## config.mk

```make
export PLATFORM = sky130hd
export DESIGN_NAME = bin2bcd_seq_flat
export DESIGN_NICKNAME = d
export VERILOG_FILES = /design/src/rtl/bin2bcd_seq_if.sv /design/src/rtl/bin2bcd_seq.sv /design/src/flat_wrapper.sv
export SDC_FILE = /design/constraint.sdc
export NUM_CORES = 1
export LEC_CHECK = 0
export CAP_MARGIN = 20
export CORE_ASPECT_RATIO = 1.75
export CORE_MARGIN = 2
export CORE_UTILIZATION = 57
export CTS_CLUSTER_DIAMETER = 30
export DETAILED_ROUTE_END_ITERATION = 16
export HOLD_SLACK_MARGIN = 0.05
export PLACE_DENSITY = 0.84
export SETUP_SLACK_MARGIN = 0.2
export SYNTH_ARGS = -nofsm -noshare
export SYNTH_HDL_FRONTEND = slang
export SYNTH_SLANG_ARGS = --single-unit
```

## constraint.sdc

```tcl
create_clock -name clk -period 4.5 [get_ports clk]
set_clock_uncertainty 0.05 [all_clocks]
set_input_delay 0.9 -clock clk [delete_from_list [all_inputs] [get_ports clk]]
set_output_delay 0.9 -clock clk [all_outputs]
set_load 0.005 [all_outputs]
```

## src/rtl/bin2bcd_seq_if.sv

```systemverilog
// bin2bcd_seq_if: request/result bundle for the sequential binary-to-BCD
// converter.
//   start    - conversion request (master -> slave)
//   entrada  - WIDTH-bit binary operand, captured on an accepted start
//   digitos  - DIGITS packed BCD digits, units in [3:0]
//   busy     - conversion in progress
//   done     - one-cycle pulse, digitos/negativo hold a fresh result
//   negativo - sign of the last result (signed build only, else 0)
interface bin2bcd_seq_if #(
  parameter int WIDTH  = 8,
  parameter int DIGITS = 3
);
  logic                  start;
  logic [WIDTH-1:0]      entrada;
  logic [4*DIGITS-1:0]   digitos;
  logic                  busy;
  logic                  done;
  logic                  negativo;

  modport master (output start, entrada, input digitos, busy, done, negativo);
  modport slave  (input start, entrada, output digitos, busy, done, negativo);
endinterface

```

## src/rtl/bin2bcd_seq.sv

```systemverilog
// bin2bcd_seq: sequential double-dabble (shift-add-3) converter, one input
// bit per clock. Feeds the 7-segment BCD decoders.
//   clk   - rising-edge clock
//   reset - synchronous, active-high; aborts any conversion in flight
//   bus   - bin2bcd_seq_if slave: start/entrada in, digitos/busy/done/
//           negativo out
// Timing: start accepted at edge N -> busy seen high at edges N+1..N+WIDTH,
// done (and new digitos) seen at edge N+WIDTH+1. A start presented during
// the DONE cycle is accepted, giving one result every WIDTH+1 cycles.
// Build option: define BIN2BCD_SIGNED_EN to treat entrada as two's
// complement (converts |entrada|, sign reported on negativo). Without it
// entrada is unsigned and negativo stays 0.
module bin2bcd_seq #(
  parameter int WIDTH  = 8,
  parameter int DIGITS = 3
) (
  input  logic           clk,
  input  logic           reset,
  bin2bcd_seq_if.slave   bus
);
  localparam int CW = $clog2(WIDTH + 1);
  localparam int BW = 4 * DIGITS;

  typedef enum logic [1:0] {IDLE, SHIFT, DONE} state_t;

  state_t                 state_q, state_d;
  logic [WIDTH-1:0]       sh_q, sh_d;
  logic [DIGITS-1:0][3:0] bcd_q, bcd_adj, bcd_d;
  logic [CW-1:0]          cnt_q;
  logic [BW-1:0]          dig_q;
  logic                   sign_q, neg_q;
  logic                   accept, last;
  logic [WIDTH-1:0]       mag;
  logic                   sgn;
  logic [BW+WIDTH-1:0]    cat;

  // Operand conditioning at load time.
`ifdef BIN2BCD_SIGNED_EN
  // Most negative value negates to itself, which read as unsigned is the
  // correct magnitude (e.g. 8'h80 -> 128).
  assign sgn = bus.entrada[WIDTH-1];
  assign mag = sgn ? (~bus.entrada + 1'b1) : bus.entrada;
`else
  assign sgn = 1'b0;
  assign mag = bus.entrada;
`endif

  assign accept = bus.start && (state_q == IDLE || state_q == DONE);
  assign last   = (state_q == SHIFT) && (cnt_q == CW'(WIDTH - 1));

  // Per-digit add-3 correction ahead of the shift.
  for (genvar i = 0; i < DIGITS; i++) begin : g_dig
    assign bcd_adj[i] = (bcd_q[i] >= 4'd5) ? bcd_q[i] + 4'd3 : bcd_q[i];
  end

  always_comb begin
    cat   = {bcd_adj, sh_q};
    cat   = cat << 1;
    bcd_d = cat[BW+WIDTH-1:WIDTH];
    sh_d  = cat[WIDTH-1:0];
  end

  // State register.
  always_ff @(posedge clk) begin
    if (reset) state_q <= IDLE;
    else       state_q <= state_d;
  end

  // Next state.
  always_comb begin
    state_d = state_q;
    case (state_q)
      IDLE:    if (bus.start) state_d = SHIFT;
      SHIFT:   if (last)      state_d = DONE;
      DONE:    state_d = bus.start ? SHIFT : IDLE;
      default: state_d = IDLE;
    endcase
  end

  // Datapath. Results are only published on the final shift, so digitos
  // and negativo hold steady through a following conversion.
  always_ff @(posedge clk) begin
    if (reset) begin
      sh_q   <= '0;
      bcd_q  <= '0;
      cnt_q  <= '0;
      sign_q <= 1'b0;
      dig_q  <= '0;
      neg_q  <= 1'b0;
    end else if (accept) begin
      sh_q   <= mag;
      bcd_q  <= '0;
      cnt_q  <= '0;
      sign_q <= sgn;
    end else if (state_q == SHIFT) begin
      sh_q  <= sh_d;
      bcd_q <= bcd_d;
      cnt_q <= cnt_q + 1'b1;
      if (last) begin
        dig_q <= bcd_d;
        neg_q <= sign_q;
      end
    end
  end

  assign bus.busy     = (state_q == SHIFT);
  assign bus.done     = (state_q == DONE);
  assign bus.digitos  = dig_q;
  assign bus.negativo = neg_q;
endmodule
```

## src/flat_wrapper.sv

```systemverilog
// flat-port wrapper written by rule: the top's interface ports become plain ports
module bin2bcd_seq_flat 
#(
  parameter int WIDTH  = 8,
  parameter int DIGITS = 3
)
  (clk, reset, bus_start, bus_entrada, bus_digitos, bus_busy, bus_done, bus_negativo);
  bin2bcd_seq_if #(.WIDTH(WIDTH), .DIGITS(DIGITS)) bus_i ();
  input  logic clk;
  input  logic reset;
  input wire logic [$bits(bus_i.start)-1:0] bus_start;
  input wire logic [$bits(bus_i.entrada)-1:0] bus_entrada;
  output wire logic [$bits(bus_i.digitos)-1:0] bus_digitos;
  output wire logic [$bits(bus_i.busy)-1:0] bus_busy;
  output wire logic [$bits(bus_i.done)-1:0] bus_done;
  output wire logic [$bits(bus_i.negativo)-1:0] bus_negativo;
  assign bus_i.start = bus_start;
  assign bus_i.entrada = bus_entrada;
  assign bus_digitos = bus_i.digitos;
  assign bus_busy = bus_i.busy;
  assign bus_done = bus_i.done;
  assign bus_negativo = bus_i.negativo;
  bin2bcd_seq #(.WIDTH(WIDTH), .DIGITS(DIGITS)) u_core (.clk(clk), .reset(reset), .bus(bus_i));
endmodule
```

# [Word level (Yosys, flattened, before mapping)]
# Index checks and enable logic that the tools add are counted.
[word_totals] ff_bits=38 inputBits=11 wordCells=37
[classes] addsub=4 magnitude_cmp=3 n_eq_ne=5 n_mux=9 n_bitwise=1 n_reduce_logical=8
[op_table] op="$mux 8" count=2
[op_table] op="$ge 4x3->1 const B" count=3
[op_table] op="$add 4x2->4 const B" count=2
[op_table] op="$mux 4" count=2
[op_table] op="$pmux 2 s3" count=1
[op_table] op="$add 4x1->4 const B" count=1
[op_table] op="$eq 4x3->1 const B" count=1
[op_table] op="$mux 2" count=2
[op_table] op="$add 3x2->3 const B" count=1
[op_table] op="$mux 3" count=1
[op_table] op="$reduce_and 3->1" count=1
[op_table] op="$eq 2x1->1 const B" count=1
[op_table] op="$eq 2x2->1 const B" count=1
[op_table] op="$logic_and 1x1->1" count=2
[op_table] op="$logic_not 2->1" count=1
[op_table] op="$ne 2x1->1 const B" count=1
[op_table] op="$ne 2x2->1 const B" count=1
[op_table] op="$reduce_and 2->1" count=1
[op_table] op="$reduce_bool 2->1" count=1
[op_table] op="$reduce_or 2->1" count=1
[op_table] op="$logic_or 1x1->1" count=1
[op_table] op="$mux 1" count=1
[op_table] op="$not 1->1" count=1

# [Logic depth before layout (Yosys ltp)]
[depth] depth_word=5 depth_mapped=7 mapped_depth_nobuf=6

# [Least setup slack after synthesis]
# No wires, ideal clock.
[synth_timing] path_type="input -> register" startpoint="input bus_start" endpoint="register u_core.bcd_q[6] (netlist bit)" arrival_ns=1.749 slack_ns=2.628 cell_stages=7 n_path_buf=3 cell_sequence="nand2b_1 buf_2 nand2b_1 buf_6 or2_1 buf_2 o22ai_2"
[synth_via] elab_chain_len=2
[synth_rtl] item="start: declaration" line_no="flat_wrapper.sv:11" source="input wire logic [$bits(bus_i.start)-1:0] bus_start;"
[synth_rtl] item="$logic_and 1x1->1" line_no="bin2bcd_seq.sv:48" source="assign accept = bus.start && (state_q == IDLE || state_q == DONE);"
[synth_rtl] item="$reduce_or 2->1 (no line)"
[synth_rtl] item="end signal: assignment" line_no="bin2bcd_seq.sv:85" source="bcd_q <= '0;"
[synth_rtl] item="end signal: assignment" line_no="bin2bcd_seq.sv:92" source="bcd_q <= '0;"
[synth_rtl] item="end signal: assignment" line_no="bin2bcd_seq.sv:97" source="bcd_q <= bcd_d;"
[synth_rtl] item="end: declaration" line_no="bin2bcd_seq.sv:28" source="logic [DIGITS-1:0][3:0] bcd_q, bcd_adj, bcd_d;"
# Every way passes these cells.
# A chain may end at the register's enable or synchronous reset.

# [Final worst setup path]
[layout_timing] startpoint="register u_core.state_q[1]" endpoint="output bus_busy"
[layout_via] elab_chain_len=1
[layout_rtl] item="start: declaration" line_no="bin2bcd_seq.sv:26" source="state_t state_q, state_d;"
[layout_rtl] item="start signal: assignment" line_no="bin2bcd_seq.sv:66" source="else state_q <= state_d;"
[layout_rtl] item="$eq 2x1->1" line_no="bin2bcd_seq.sv:106" source="assign bus.busy = (state_q == SHIFT);"
[layout_rtl] item="end: declaration" line_no="flat_wrapper.sv:14" source="output wire logic [$bits(bus_i.busy)-1:0] bus_busy;"
# Every way passes these cells.

==> flow_results.org <==
** Final layout
- Filler cells :: 224
- Antenna cells :: 0
- Leaving out fill and tap cells, the most frequent cell in the layout is dfxtp_1.
- Final cell count without fillers :: 243
- Fraction of final layout cells sized beyond drive strength 1 :: around 8.4%
- The final layout contains 232 nets.
- Signed area change from the synthesized netlist to the final layout :: 17.78%
- In the layout the commonest cells are 38 x dfxtp_1, 24 x clkdlybuf4s50_1, 21 x nor2_1, 21 x nand2_1, 14 x a21oi_1.

** Logic synthesis
- During synthesis, Yosys emitted a total of 0 warnings.
- Post-synthesis async set-or-reset flop share :: 0%
- Counting every instance in the synthesized netlist gives 195.
- Unique masters post-synth :: 31
- The number of nets in the synthesized netlist is 213.
- Post-synth EDFFs :: 0
- Sequential element share of the synthesized area :: between 40% and 50%
- After synthesis the cells add up to 1710 sq um.
- Among all flip-flop cells after synthesis, the most frequent one is dfxtp_1.
- The synthesized design contains 38 register bits.
- Avg Cell Area, Syn :: 8.771 sq um

** Worst setup path
- Required time at the worst-slack endpoint :: 3.55 ns
- The worst register-to-register path ends at u_core.bcd_q[6].
- The setup path with the least slack is of type flip-flop to output pin.
- Worst EP arrival :: approximately 2.2 ns
- Setup slack of the worst register-to-register path :: 2.37 ns
- Worst-path maximum fanout :: 23
- The number of cells on the worst reg-to-reg path is 4.
- The worst setup path is launched from a flip-flop.
- Capturing element type of the critical path :: output pin
- Startpoint of the most critical register-to-register path :: u_core.state_q[0]

** Timing
- Setup total negative slack :: 0 ns
- At the pin with the least slew margin, the transition time is 0.8028 ns.
- Setup violations remaining at the end of the flow were counted as 0.
- Unrepaired setup endpoints after global routing :: false
- For this run, the top clock speed supported by timing is 322.4 MHz.
- Remaining max-slew budget at the tightest pin :: 46.48%
- The max-slew violation total from the final report was 0.
- Final critical-path required period :: 3.102 ns
- The hold violation total from the final report came to 0.
- Worst-case hold slack :: approximately 0.43 ns
- Fin crit share :: 68.93%

** Outcome
- Outcome :: finished clean

** Drt
- Post-DR wirelength/cell :: between 15 and 20 um
- DRC violations left :: 0
- Detailed router's first-iteration violation count :: 46
- Summing over every cut layer, the via total after detailed routing is 1438.
- Wires add up to about 3700 um.
- Using the TritonRoute via totals, the vias-per-cell ratio works out to roughly 5.9.
- Routed Antenna Nets :: 0
- The first detailed-routing pass ran for 4 iterations.

** GRT
- Number of antenna violations at the first check in global routing :: 0
- Global routing consumed, over all layers together, 24.03% of the routing resources.
- The first global-routing pass estimated 6106 um of wire.
- Global routing finished with a remaining overflow of 0.
- The number of global-route vias before repair came to 1448.
- Largest net degree at the start of global routing :: 24

** Flow run
- Max-cap violations in this run came to 0.

** Place
- Post-detailed-placement half-perimeter wirelength :: 2651 um
- Including well taps, the total number of placed cells is 235.
- Placer congestion estimate :: 0.8065
- In this run the tool buffered the top-level ports with 24 buffer cells.

** Clocking
- Number of H-tree levels :: 2
- TritonCTS clock tree :: built
- TritonCTS buffer count :: 5
- Clock tree buffer depth :: 2
- Count of buffers added by post-CTS timing repair for setup :: 0
- CTS Root Cell :: clkbuf_8
- Clock-pin slew was measured on the worst setup and hold paths at around 0.070 ns.
- Clock Latency Late Sink :: 0.30 ns
- Number of cells upsized or downsized after cts :: 0
- Hold repair after CTS inserted 0 buffers.
- Clock sink count :: 38

** Worst hold path
- Along the worst hold path, the cell count comes to 2.
- The path class of the tightest hold or removal check is flip-flop to flip-flop.
- HP Start :: u_core.sh_q[7]
- End of the worst hold path :: u_core.bcd_q[0]

** Pwr
- Sequential cells burn ~54% of the power.
- Power spread over the standard cell area amounts to 326.2 nW/um^2.
- The internal portion of the total power is 494.5 uW.
- For this design the static power due to leakage is roughly 0.7 nW.
- The analysis attributes to net switching a power of around 160 uW.
- Worst-case vdd ir drop :: 0.0002936 V
- The share of total power dissipated in the clock network is 37.1%.
- Of the total power, combinational logic draws under 10%.
- Fraction of power spent switching nets :: 24.74%

** Floorplan
- Io pins :: 26
- Total number of placement rows :: 26
- Die boundary height :: 76.47 um
- The region available for standard cell placement spans 2895 sq um.
- The die covers 3472 sq um.
- Width of the die :: 45.41 um
- Initial standard-cell utilization of the core :: 59.08%
[how the worst max path moves through the flow]
stage                           start              end  slack (ns)
global placement            bus_start  u_core.bcd_q[1]        1.61
floorplan                   bus_start  u_core.bcd_q[6]        2.63
finish              u_core.state_q[1]         bus_busy        1.40
CTS                 u_core.state_q[1]         bus_busy        1.41
global route        u_core.state_q[1]         bus_busy        1.27
detailed placement          bus_start  u_core.bcd_q[2]        1.49
[through the flow]
| stage | util (%) | total power, mW | area, sq um | setup slack (ns) |
|---|---|---|---|---|
| after CTS | 69.58 | 0.6582 | 2014 | 1.408 |
| after global routing | 69.58 | 0.6793 | 2014 | 1.267 |
| after global placement | 66.42 | 0.4160 | 1923 | 1.605 |
| after detailed placement | 66.42 | 0.4198 | 1923 | 1.494 |
| final | 69.58 | 0.6571 | 2014 | 1.398 |
| after floorplan | - | 0.4030 | 1710 | 2.628 |
[kinds of logic (layout without fill, tap and decap cells)]
| kind of cell | after synthesis | count (layout) | share of synthesized area [%] |
|---|---|---|---|
| adders and majority gates | 7 | 7 | 5.120 |
| other | 1 | 1 | 0.2192 |
| xor gates and xnor gates | 6 | 6 | 3.072 |
| muxes | 5 | 5 | 3.145 |
| and+or+nand+nor | 72 | 72 | 20.12 |
| AOI/OAI and AO/OA | 45 | 45 | 18.00 |
| DFF | 38 | 38 | 44.48 |
| buffers and inverters | 21 | 41 | 5.852 |
[power by group through the flow]
stage | combinational, mW | clock, mW | sequential [mW]
after floorplan | 0.0450 | 0 | 0.358
after global placement | 0.0567 | 0 | 0.359
after detailed placement | 0.0598 | 0 | 0.360
after CTS | 0.0606 | 0.245 | 0.352
after global routing | 0.0670 | 0.259 | 0.353
final | 0.0606 | 0.244 | 0.353
[area by class of cell]
| cell class | instances | area (sq um) | area share, % |
|---|---|---|---|
| Multi-Input combinational cell | 136 | 849.6 | 42.17 |
| Sequential cell | 38 | 760.7 | 37.76 |
| Timing Repair Buffer | 25 | 247.7 | 12.30 |
| Clock buffer | 7 | 86.33 | 4.286 |
| Tap cell | 28 | 35.03 | 1.739 |
| Inverter | 8 | 30.03 | 1.491 |
| Clock inverter | 1 | 5.005 | 0.2484 |
[Yosys cell counts (all sizes together) (2+ instances only)]
cell	n	area, sq um
a211oi	7	52.55
a21oi	14	70.07
a311oi	4	35.03
buf	10	58.81
clkbuf	3	11.26
dfxtp	38	760.7
ha	7	87.58
inv	8	30.03
mux2	3	33.78
mux2i	2	20.02
nand2	21	78.83
nand2b	12	75.07
nand3	3	15.01
nor2	22	85.09
nor3	4	20.02
nor3b	5	37.54
o21ai	5	25.02
o22ai	15	125.1
xnor2	4	35.03
xor2	2	17.52
[worst max-delay path, cell delays in order (launching register included)]
cell	delay, ns
dfxtp_1	0.31
nand2b_1	0.51
inv_2	0.46
clkdlybuf4s50_1	0.57
[sequential cells by signal, summed over array words and instances (netlist names)]
signal and cells:
u_core.bcd_q 12, u_core.bus.digitos 12, u_core.cnt_q 4, u_core.sh_q 8
u_core.state_q 2
[metal layers]
layer  part of all wire (%)  up-vias  global-route usage [%]
li1                       -      713                       -
met5                      0        -                       0
met1                     36      665                   22.84
met4                    4.7        0                   15.00
met3                    3.8       14                   6.398
met2                     55       46                   41.83
Note: power is estimated with default switching activity, not from simulation.
